**config.mk**
```make
export PLATFORM = sky130hd
export DESIGN_NAME = stream_downsize
export DESIGN_NICKNAME = d
export VERILOG_FILES = /design/src/rtl/stream_pkg.sv /design/src/rtl/stream_lane_ffs.sv /design/src/rtl/stream_downsize.sv
export SDC_FILE = /design/constraint.sdc
export NUM_CORES = 1
export LEC_CHECK = 0
export ABC_AREA = 1
export CORE_AREA = 2 2 39 41
export CTS_CLUSTER_SIZE = 40
export DETAILED_ROUTE_END_ITERATION = 12
export DIE_AREA = 0 0 41 43
export PLACE_DENSITY_LB_ADDON = 0.12
export SLEW_MARGIN = 20
export SYNTH_ARGS = -nofsm -noshare
export SYNTH_HDL_FRONTEND = slang
export SYNTH_SLANG_ARGS = --single-unit
```
**constraint.sdc**
```tcl
create_clock -name clk -period 3.3 [get_ports clk]
set_input_delay 0.66 -clock clk [delete_from_list [all_inputs] [get_ports clk]]
set_output_delay 0.66 -clock clk [all_outputs]
set_load 0.01 [all_outputs]
```
**src/rtl/stream_pkg.sv**
```systemverilog
// Shared definitions for the narrow/wide stream converters: lane index sizing
// and the downsizer's state encoding.
package stream_pkg;

  // A lane index is at least one bit wide so that ratio-1 configurations still elaborate.
  function automatic int lane_idx_w(input int ratio);
    return (ratio <= 2) ? 1 : $clog2(ratio);
  endfunction

  typedef enum logic {
    DSZ_EMPTY = 1'b0,
    DSZ_SEND  = 1'b1
  } dsz_state_t;

endpackage

```
**src/rtl/stream_lane_ffs.sv**
```systemverilog
// Find-first-set over a lane mask: reports the lowest set lane index and
// whether any lane is set at all.
module stream_lane_ffs
  import stream_pkg::*;
#(
  parameter int N = 2,
  localparam int IW = lane_idx_w(N)
) (
  input  logic [N-1:0]  vec,
  output logic [IW-1:0] idx,
  output logic          any
);

  always_comb begin
    // NOTE: idx gets a default before the loop, so no path leaves it unassigned (no latch).
    idx = '0;
    // Scan downward so the lowest set bit is the one that sticks.
    for (int i = N - 1; i >= 0; i--) begin
      if (vec[i]) idx = IW'(i);
    end
  end

  assign any = |vec;

endmodule

```
**src/rtl/stream_downsize.sv**
```systemverilog
// Wide-to-narrow stream serializer: emits the kept lanes of each wide beat as
// narrow beats, lowest lane first, with last on the final kept lane of a packet.
module stream_downsize
  import stream_pkg::*;
#(
  parameter int T_DATA_WIDTH = 4,
  parameter int T_DATA_RATIO = 2
) (
  input  logic                    clk,
  input  logic                    rst_n,
  input  logic [T_DATA_WIDTH-1:0] s_data_i [T_DATA_RATIO-1:0],
  input  logic [T_DATA_RATIO-1:0] s_keep_i,
  input  logic                    s_last_i,
  input  logic                    s_valid_i,
  output logic                    s_ready_o,
  output logic [T_DATA_WIDTH-1:0] m_data_o,
  output logic                    m_last_o,
  output logic                    m_valid_o,
  input  logic                    m_ready_i
);

  localparam int IW = lane_idx_w(T_DATA_RATIO);

  dsz_state_t              state;
  logic [T_DATA_WIDTH-1:0] hold_data [T_DATA_RATIO-1:0];
  logic [T_DATA_RATIO-1:0] hold_mask;
  logic                    hold_last;

  logic [T_DATA_RATIO-1:0] rest_mask;
  logic [IW-1:0]           cur_idx;
  logic [IW-1:0]           rest_idx;
  logic                    cur_any;
  logic                    rest_any;
  logic                    in_xfer;
  logic                    out_xfer;
  logic                    load;

  stream_lane_ffs #(.N(T_DATA_RATIO)) u_cur_ffs (
    .vec (hold_mask),
    .idx (cur_idx),
    .any (cur_any)
  );

  always_comb begin
    rest_mask          = hold_mask;
    rest_mask[cur_idx] = 1'b0;
  end

  // Only the "anything left after this lane" flag is needed from the second scan.
  stream_lane_ffs #(.N(T_DATA_RATIO)) u_rest_ffs (
    .vec (rest_mask),
    .idx (rest_idx),
    .any (rest_any)
  );

  assign m_valid_o = (state == DSZ_SEND);
  // hold_mask is zero whenever the block is empty, so cur_any gates stale lane data to zero.
  assign m_data_o  = cur_any ? hold_data[cur_idx] : '0;
  assign m_last_o  = cur_any & hold_last & ~rest_any;

  assign out_xfer  = m_valid_o & m_ready_i;
  assign s_ready_o = (state == DSZ_EMPTY) | (out_xfer & ~rest_any);
  assign in_xfer   = s_valid_i & s_ready_o;
  assign load      = in_xfer & (|s_keep_i);

  // NOTE: registered state uses non-blocking assignments so every flop samples pre-edge values.
  always_ff @(posedge clk or negedge rst_n) begin
    if (!rst_n) begin
      state     <= DSZ_EMPTY;
      hold_mask <= '0;
      hold_last <= 1'b0;
    end else begin
      case (state)
        DSZ_EMPTY: begin
          if (load) begin
            state     <= DSZ_SEND;
            hold_mask <= s_keep_i;
            hold_last <= s_last_i;
          end
        end
        DSZ_SEND: begin
          if (out_xfer) begin
            if (rest_any) begin
              hold_mask <= rest_mask;
            end else if (load) begin
              hold_mask <= s_keep_i;
              hold_last <= s_last_i;
            end else begin
              state     <= DSZ_EMPTY;
              hold_mask <= '0;
            end
          end
        end
      endcase
    end
  end

  // NOTE: lane storage has no reset; an all-zero hold_mask already hides whatever it holds.
  always_ff @(posedge clk) begin
    if (load) hold_data <= s_data_i;
  end

endmodule

```
==> impl_metrics.ini <==
[status]
status = complete, no violations

[worst_setup_path]
crit_slowest_cell = clkdlybuf4s50_1
endpoint_kind = output pin
worstPathMaxFanout = 3
max_stage_delay_ps = 540
r2r_start = hold_mask[1]
cpMostUsedCell = clkdlybuf4s50_1
r2r_slack_ps = 1830
path_buf_inv = 2
worstPathArrival_ps = 1870
r2r-end = hold_data[4]
critPathTopFamily = buffers and inverters
critical_path_class = in2out
worstPathRequired_ps = 2640
crit_path_start_kind = primary input
path_cells = clkdlybuf4s50_1 -> nand2_4 -> nand2_1 -> clkdlybuf4s50_1
rr_worst_depth = 5
startpoint = m_ready_i

[final_layout]
final_common_cell = clkdlybuf4s50_1
n_antenna_cell = 0
fillers = 126
drive_above_1_share_pct = 10.4
fin_util_pct = 57.6
final_cell_mix = 21 x clkdlybuf4s50_1, 19 x nand2_1, 8 x edfxtp_1
area_growth_pct = 47.5
nets = 93

[routing]
dr.pass1.iters = 4
drt_iter0_markers = 3
wl_met1_microns = 426
wl_met2_microns = 489
num_vias = 447
dr_wl_met3_microns = 54
highest_layer = met4
postRouteAntennaNets = 0
wirelength_microns = 979
routedWlPerCell_microns = 10.5
viasPerCell = 4.81
drc = 0

[synth]
seq_area_frac_synth_pct = 63.0
yosys_warnings = 0
synth_seq_cells = 12
syn_area_per_cell_sq_um = 10.4
syn_nets = 67
synth_fa_ha_area_share_pct = 0
synth_top_family_by_area = simple AND/OR/NAND/NOR gates
synthXorXnorAreaFrac_pct = 0
synthMuxAreaShare_pct = 0
yosys.area_share.simple_pct = 22.9
synth_compound_area_share_pct = 10.6
syn-instance-count = 52
synth_cell_types = 14
synth_area_sq_um = 541

[placed_design]
io_buffers = 21
globalplace.congestion = 0.699
hpwl_microns = 751
dp_slack_ps = 764

[power_and_ir_drop]
powerDensity_mw_per_mm2 = 553
power_mw = 0.441
ir_drop_uv = 239
p_leak_nw = 0.347

[sta]
max-slew-margin-rel_pct = 80.7
setup_viol = 0
period_minus_slack_ps = 2530
tightest_slew_ps = 289
maxSlewViolCount = 0
fin_worst_skew_ps = 7.55
rsz0062_at_grt = false
setup_tns_ps = 0
hold_ws_ps = 488
hold_viol_final = 0
timing.final.crit_share_pct = 76.6
fin_ws_ps = 771
max_freq_mhz = 395

[cts]
ctsHoldBuffers = 0
clock_sinks = 12
cts_tree = done
postCtsSetupBuffers = 0
htree_levels = 1
cts_buffer_depth = 2
path_clk_slew_ps = 70
post_cts_resized = 0
worstSkewPairLatency_ps = 270
numCtsBuffers = 3
cts_root_buffer = clkbuf_4

[die]
initial_core_util_pct = 39.1
io_pins = 22
rows = 14
die_x_microns = 41
core_sq_mm = 0.00138
die_area_sq_mm = 0.00176
dieHeight_microns = 43

[worst_hold_path]
hold_path_depth = 2
hold_path_class = reg2reg
hold_end = hold_last
hp-start = hold_last

[global_route]
grt_start_max_net_pins = 9
grt.overflow.total = 0
grt_usage_pct = 14.0
antenna_found_initial = 0
grt_pass1_vias = 428
grt_first_pass_wirelength_mm = 1.62

[run]
maxCapViolCount = 0
## tightest hold or removal path, cell delays in order, from the launching register on
cell	delay, ps
dfrtp_1	360
nand2_2	50
nand2_1	50
## cell families after synthesis
logic type | Yosys count
simple gates | 28
flops | 12
compound gates | 7
buf+inv | 5
## area by class of cell
cell class	instances	area, sq um	area share, %
repair buffers	21	210	26.4
multi-input cells	35	181	22.8
flip-flops and latches	12	340	42.7
well taps	16	20.0	2.51
clock buffers	3	22.5	2.83
inverters	5	18.8	2.35
clock inverters	1	3.75	0.471
## state kept, by name (all words and copies together) (netlist names)
name,count
hold_data,8
hold_mask,2
m_valid_o,1
hold_last,1
## cell usage after synthesis, drive strengths merged
master  count  area [sq um]
dfrtp       4           100
nand3       5          25.0
edfxtp      8           240
nand2      22          95.1
a21oi       1          16.3
nor2        1          3.75
o21bai      1          7.51
o211ai      2          15.0
o21ai       3          18.8
inv         5          18.8
## worst max path at each step
| stage | to | slack (ps) | cells past startpoint |
|---|---|---|---|
| 6_report | s_ready_o | 770 | 4 |
| 5_1_grt | s_ready_o | 730 | 4 |
| 2_1_floorplan | s_ready_o | 1820 | 2 |
| 3_3_place_gp | s_ready_o | 770 | 4 |
| 4_1_cts | s_ready_o | 760 | 4 |
| 3_5_place_dp | s_ready_o | 760 | 4 |
## layer usage
metal	global-route usage [%]	vias up
li1	-	222
met1	17.7	209
met2	20.9	14
met3	4.71	2
met4	6.00	0
met5	0	-
## report_power, final
part	leakage (nW)	internal, mW	switching, mW	total, mW
combinational	0.207	0.0760	0.0633	0.139
sequential	0.125	0.184	0.0256	0.210
clock	0.0154	0.0437	0.0480	0.0917
total	0.347	0.304	0.137	0.441
## through the flow
stage / area, sq um / cells
after floorplan: 541 / 52
after global placement: 771 / 89
after detailed placement: 771 / 89
after CTS: 797 / 93
after global routing: 797 / 93
final: 797 / 93
Power figures use the tool's default switching activity.
